==> config.mk <==
export PLATFORM = sky130hd
export DESIGN_NAME = uart_receiver
export DESIGN_NICKNAME = d
export VERILOG_FILES = /design/src/rtl/uart_receiver.sv
export SDC_FILE = /design/constraint.sdc
export NUM_CORES = 1
export LEC_CHECK = 0
export CAP_MARGIN = 20
export CORE_ASPECT_RATIO = 1.2
export CORE_MARGIN = 2
export CORE_UTILIZATION = 30
export CTS_BUF_LIST = sky130_fd_sc_hd__clkbuf_2
export CTS_CLUSTER_DIAMETER = 150
export CTS_CLUSTER_SIZE = 24
export DETAILED_ROUTE_END_ITERATION = 6
export HOLD_SLACK_MARGIN = 0.02
export PLACE_DENSITY = 0.45
export SLEW_MARGIN = 20
export SYNTH_ARGS = -nofsm -noshare
export SYNTH_HDL_FRONTEND = slang
export SYNTH_SLANG_ARGS = --single-unit
==> constraint.sdc <==
create_clock -name clk -period 4.98 [get_ports clk]
set_input_delay 0.996 -clock clk [delete_from_list [all_inputs] [get_ports clk]]
set_output_delay 0.996 -clock clk [all_outputs]
set_load 0.02 [all_outputs]
==> src/rtl/uart_receiver.sv <==
// 8N1 UART receiver: two-flop synchronised rx, start bit validated at mid-bit,
// data and stop bits sampled at bit centres, byte presented with a valid/ack handshake.
module uart_receiver #(
  parameter int CLKS_PER_BIT = 10417
) (
  input  logic       clk,
  input  logic       rst,
  input  logic       rx,
  input  logic       data_ack,
  output logic [7:0] data_out,
  output logic       data_valid,
  output logic       overrun,
  output logic       frame_err,
  output logic       rx_busy
);

  localparam logic [13:0] HALF_CNT = 14'((CLKS_PER_BIT - 1) / 2);
  localparam logic [13:0] LAST_CNT = 14'(CLKS_PER_BIT - 1);

  typedef enum logic [2:0] {
    IDLE    = 3'd0,
    START   = 3'd1,
    DATA    = 3'd2,
    STOP    = 3'd3,
    CLEANUP = 3'd4
  } state_t;

  state_t      state_q;
  logic [13:0] clk_count_q;
  logic [2:0]  bit_index_q;
  logic [7:0]  shift_q;
  logic        rx_meta_q;
  logic        rx_s_q;
  logic [7:0]  data_out_q;
  logic        data_valid_q;
  logic        overrun_q;
  logic        frame_err_q;
  logic        rx_busy_q;

  assign data_out   = data_out_q;
  assign data_valid = data_valid_q;
  assign overrun    = overrun_q;
  assign frame_err  = frame_err_q;
  assign rx_busy    = rx_busy_q;

  always_ff @(posedge clk) begin
    if (rst) begin
      state_q      <= IDLE;
      clk_count_q  <= '0;
      bit_index_q  <= '0;
      shift_q      <= '0;
      rx_meta_q    <= 1'b1;
      rx_s_q       <= 1'b1;
      data_out_q   <= '0;
      data_valid_q <= 1'b0;
      overrun_q    <= 1'b0;
      frame_err_q  <= 1'b0;
      rx_busy_q    <= 1'b0;
    end else begin
      rx_meta_q   <= rx;
      rx_s_q      <= rx_meta_q;
      frame_err_q <= 1'b0;

      // Acknowledge first; a delivery in the STOP branch below overrides it.
      if (data_ack && data_valid_q) begin
        data_valid_q <= 1'b0;
        overrun_q    <= 1'b0;
      end

      case (state_q)
        IDLE: begin
          clk_count_q <= '0;
          bit_index_q <= '0;
          if (!rx_s_q) begin
            state_q   <= START;
            rx_busy_q <= 1'b1;
          end
        end
        START: begin
          if (clk_count_q == HALF_CNT) begin
            clk_count_q <= '0;
            if (!rx_s_q) begin
              state_q <= DATA;
            end else begin
              state_q   <= IDLE;
              rx_busy_q <= 1'b0;
            end
          end else begin
            clk_count_q <= clk_count_q + 14'd1;
          end
        end
        DATA: begin
          if (clk_count_q == LAST_CNT) begin
            clk_count_q          <= '0;
            shift_q[bit_index_q] <= rx_s_q;
            if (bit_index_q == 3'd7) begin
              bit_index_q <= '0;
              state_q     <= STOP;
            end else begin
              bit_index_q <= bit_index_q + 3'd1;
            end
          end else begin
            clk_count_q <= clk_count_q + 14'd1;
          end
        end
        STOP: begin
          if (clk_count_q == LAST_CNT) begin
            clk_count_q <= '0;
            state_q     <= CLEANUP;
            if (rx_s_q) begin
              data_out_q   <= shift_q;
              data_valid_q <= 1'b1;
              overrun_q    <= data_valid_q && !data_ack;
            end else begin
              frame_err_q <= 1'b1;
            end
          end else begin
            clk_count_q <= clk_count_q + 14'd1;
          end
        end
        CLEANUP: begin
          rx_busy_q <= 1'b0;
          state_q   <= IDLE;
        end
        default: begin
          state_q     <= IDLE;
          clk_count_q <= '0;
          bit_index_q <= '0;
          rx_busy_q   <= 1'b0;
        end
      endcase
    end
  end

endmodule
---- Word level (Yosys, flattened, before mapping) ----
Index checks and enable logic that the tools add are counted.
W data, S select, Z words.
cells by class
  $lt $le $gt $ge ......................... 2
  equal/unequal tests ..................... 13
  reduce and logical (&&, ||, !) cells .... 13
  bitwise operators ....................... 4
  multiplexer cells ....................... 29
  $add $sub $neg .......................... 2
operators with widths
  operator                 number
  $pmux W14 S3             1
  $mux W14                 2
  $mux W3                  7
  $add A14 B1 Y14 const B  1
  $eq A14 B13 Y1 const B   1
  $eq A14 B14 Y1 const B   1
  $mux W1                  13
  $ne A2 B2 Y1 const B     6
  $pmux W3 S4              1
  $bwmux W8                1
  $eq A3 B2 Y1 const B     2
  $eq A3 B3 Y1 const B     2
  $pmux W3 S2              1
  $reduce_or A3 Y1         2
  $reduce_and A5 Y1        1
  $lt A3 B4 Y1 const B     1
  $not A1 Y1               4
  $reduce_and A2 Y1        2
  $reduce_and A4 Y1        1
  $add A3 B1 Y3 const B    1
  $demux W1 S3             1
  $eq A3 B1 Y1 const B     1
  $ge A3 B1 Y1 const B     1
  $logic_and A1 B1 Y1      3
  other kinds (6)          6
word-level totals
  bits in registers ....................... 42
  input port bits ......................... 4
  word-level logic and storage cells ...... 74

---- Longest topological paths before layout ----
  word-level depth ........................ 5
  gate-level depth with buffers ........... 8

---- Worst setup path after synthesis ----
No wires, ideal clock.
  path kind ............................... register -> register
  from .................................... register clk_count_q[0]
  to ...................................... register bit_index_q[1]
  setup time .............................. 0.070 ns
  buffers on the path ..................... 0
  arrival ................................. 2.097 ns
  cell stages (with the launch flop) ...... 8
  path slack .............................. 2.812 ns
  path through ............................ dfxtp_1 > inv_1 > ha_1 > or4b_4 > o41ai_2 > a21oi_2 > or4b_1 > a21oi_1
between the ends
  word-level cells in the longest chain between the ends .. 3
ends and longest elaborated chain
  element                             line  RTL
  start: declaration                  29    logic [13:0] clk_count_q;
  start signal: assignment            89    clk_count_q <= clk_count_q + 14'd1;
  start signal: assignment            103   clk_count_q <= clk_count_q + 14'd1;
  start signal: assignment            118   clk_count_q <= clk_count_q + 14'd1;
  $eq A14 B14 Y1                      93    if (clk_count_q == LAST_CNT) begin
  $ne A2 B2 Y1 (no source line)       n/a
  $reduce_and A2 Y1 (no source line)  n/a
  end signal: assignment              100   bit_index_q <= bit_index_q + 3'd1;
  end: declaration                    30    logic [2:0] bit_index_q;
Every way passes these cells.
A chain may end at the register's enable or synchronous reset.

---- Final worst setup path ----
  from .................................... register clk_count_q[0]
  to ...................................... register overrun_q, in the netlist overrun
between the ends
  word-level cells in the longest chain between the ends .. 3
ends and longest elaborated chain
  element                 line  RTL
  $eq A14 B14 Y1          107   if (clk_count_q == LAST_CNT) begin
  $mux W1                 107
  $mux W1                 70    case (state_q)
  end signal: assignment  113   overrun_q <= data_valid_q && !data_ack;
  end: declaration        36    logic overrun_q;
Every way passes these cells.

==> run metrics <==
drt drc 0; H-tree Lvls 2; Synth Net Count 239; Vias 1591; post-synthesis cell area 1980 um2; synth-to-layout area growth 14.2%; worst hold path class flip-flop to flip-flop; Routed Antenna Nets 0; chip height 93.0 um; commonest non-fill, non-tap cells in the layout dfxtp_1 (42), nand2_1 (31), nor2_1 (26), a21oi_1 (17), clkdlybuf4s50_1 (15); Peak Freq 372 MHz; vias per std cell 4.81; nets 253; Register Area 841 um2; TritonCTS buffer count 5; share of cells above drive strength 1 7.32%; initial antenna violation count 0; PostCTS Resize Cnt 0; Iteration-0 DRC Markers 40; CTS tree yes; Worst Hold Launch rx_meta_q; # fillers 699; crit end category flip-flop; post-route core utilization 35.3%; CP Buf/Inv Count 1; Worst Hold Depth 1; maximum fanout along the worst path 14; clock skew 0.0319 ns; Starting Density 30.9%; Min-Delay Endpoint rx_s_q; Pre-Repair DR Iteration Count 4; Post-Layout Inst Area 2260 um2; worst-margin pin slew 0.708 ns; status completed; IO Count 16; clk sink count 42; commonest non-fill, non-tap cell in the layout dfxtp_1; gr usage total 13.7%; Max Buffers Root-to-Sink 2; P per Cell Area 232 nW/um2; Max Slew Vio Count 0; Post-DP Area 2210 um2; Congestion Overflow GR 0; worst reg2reg endpoint overrun; Critical Path Max Stage Delay 0.66 ns; setup_tns 0 ns; CP startpoint kind flip-flop; worst r2r src clk_count_q[0]; FFs w/ async S/R, synth 0%; Max Cap Viol 0; Die Width 78.2 um; final wirelength 4380 um; CP Cell Sequence inv_1 > ha_1 > or4b_4 > nor4_4 > nand4_1 > o21ai_0 > nor3_1; cells after synthesis 231; Required @ worst endpoint 5.35 ns; Ant. Diodes 0; I/O Buffers 15; Finished Layout Cells 331; Post-synth top flop dfxtp_1; final RePlAce weighted congestion 0.775; dpl ws 2.21 ns; Syn Area/Cell 8.57 um2; Core Box Area 6410 um2; Final period util 54.0%; DP HPWL 3050 um; Worst-Skew Late Latency 0.45 ns; hold violation count in the final report 0; RSZ-0062 raised after global routing false; final setup margin 2.29 ns; first-pass GRT wire length 7820 um; depth of the most critical reg-to-reg path 7; CP max-delay cell nor4_4; dpl cells 323; vias in the first global route 1657; routed wire length per instance 13.2 um; Seq/Total Area, Yosys 42.5%; largest net degree at the start of global routing 30; minimum clock period after layout 2.69 ns; Die Area 7270 um2; clk slew on worst S/H paths 0.26 ns; final setup vio count 0; num rows 32; root buffer cell clkbuf_2; crit path kind flip-flop to flip-flop; Multi-input gate area 1080 um2; Slew HR 52.8%; reg2reg setup slack 2.29 ns; post-CTS setup buffers 0; CP arrival 3.06 ns; EDFF count, synth 0; Lkg Pwr 0.000803 uW; Synth warnings 0; flops & latches, synth 42; number of hold buffers added after CTS 0; CP delay by family, top simple AND/OR/NAND/NOR gates; Max IR drop VDD 0.0853 mV; distinct cell type count after synthesis 39
==> kinds of logic after synthesis <==
| family | count (synthesis) | share of synthesized area [%] |
|---|---|---|
| AO/OA/AOI/OAI | 31 | 10.1 |
| buffers and inverters | 14 | 2.78 |
| XOR/XNOR | 8 | 3.54 |
| multiplexers | 8 | 4.05 |
| adder cells (fa/ha/maj) | 4 | 2.53 |
| flip-flops | 42 | 42.5 |
| AND/OR/NAND/NOR | 124 | 34.6 |
==> worst max path at each step <==
| stage | from | depth (start not counted) | slack, ns | endpoint |
|---|---|---|---|---|
| global placement | clk_count_q[0] | 7 | 2.29 | overrun |
| floorplan | clk_count_q[0] | 7 | 2.81 | bit_index_q[1] |
| global route | clk_count_q[0] | 7 | 1.98 | overrun |
| finish | clk_count_q[0] | 7 | 2.29 | overrun |
| CTS | clk_count_q[0] | 7 | 2.22 | overrun |
| detailed placement | clk_count_q[0] | 7 | 2.21 | overrun |
==> registers in the layout, indices dropped and copies added, names as in the netlist <==
signal	cells
shift_q	8
state_q	3
rx_busy	1
data_valid	1
data_out	8
rx_s_q	1
frame_err	1
clk_count_q	14
bit_index_q	3
rx_meta_q	1
overrun	1
==> synth_stat cells (2+ instances only) <==
library cell	instances	share of area [%]
a21oi_1	17	4.3
a22oi_1	2	0.76
a31oi_1	3	0.95
and2_1	7	2.2
and3_1	4	1.3
and4_1	2	0.89
buf_2	2	0.51
clkbuf_1	8	1.5
dfxtp_1	42	42
ha_1	4	2.5
inv_1	4	0.76
mux2i_1	8	4.0
nand2_1	31	5.9
nand2b_1	6	1.9
nand3_1	7	1.8
nand3b_1	3	1.1
nand4_1	8	2.5
nand4b_1	5	2.2
nor2_1	26	4.9
nor2b_1	6	1.9
nor3_1	5	1.3
nor3b_1	2	0.76
o21ai_0	3	0.76
or2_2	2	0.63
or3_1	2	0.63
or4b_1	3	1.5
xnor2_1	4	1.8
xor2_1	4	1.8
==> power breakdown <==
group	internal [uW]	leakage, uW	switching, uW	total (uW)
Clock	37.2	0.0000296	126	163
Sequential	339	0.000339	3.00	342
Combinational	7.89	0.000434	11.7	19.5
Total	384	0.000803	140	525
==> metrics by stage <==
step / hold slack, ns / power [uW]
floorplan: 0.389 / 361
global placement: 0.397 / 368
detailed placement: 0.405 / 369
CTS: 0.454 / 534
global route: 0.477 / 548
finish: 0.447 / 525
==> metal layers <==
layer  wire, um  track usage, %  vias to the layer above
met1       1960            15.7                      740
met2       2250            24.6                       11
met5          0               0                        -
li1           -               -                      835
met4         72            4.82                        0
met3        102            3.19                        5
==> final cells by class <==
cell class | instances | area share, %
repair buffers | 17 | 7.30
inverters | 4 | 0.664
flip-flops and latches | 42 | 37.2
multi-input cells | 175 | 47.9
clock inverters | 3 | 1.11
well taps | 85 | 4.70
clock buffers | 5 | 1.11
Note: power is estimated with default switching activity, not from simulation.
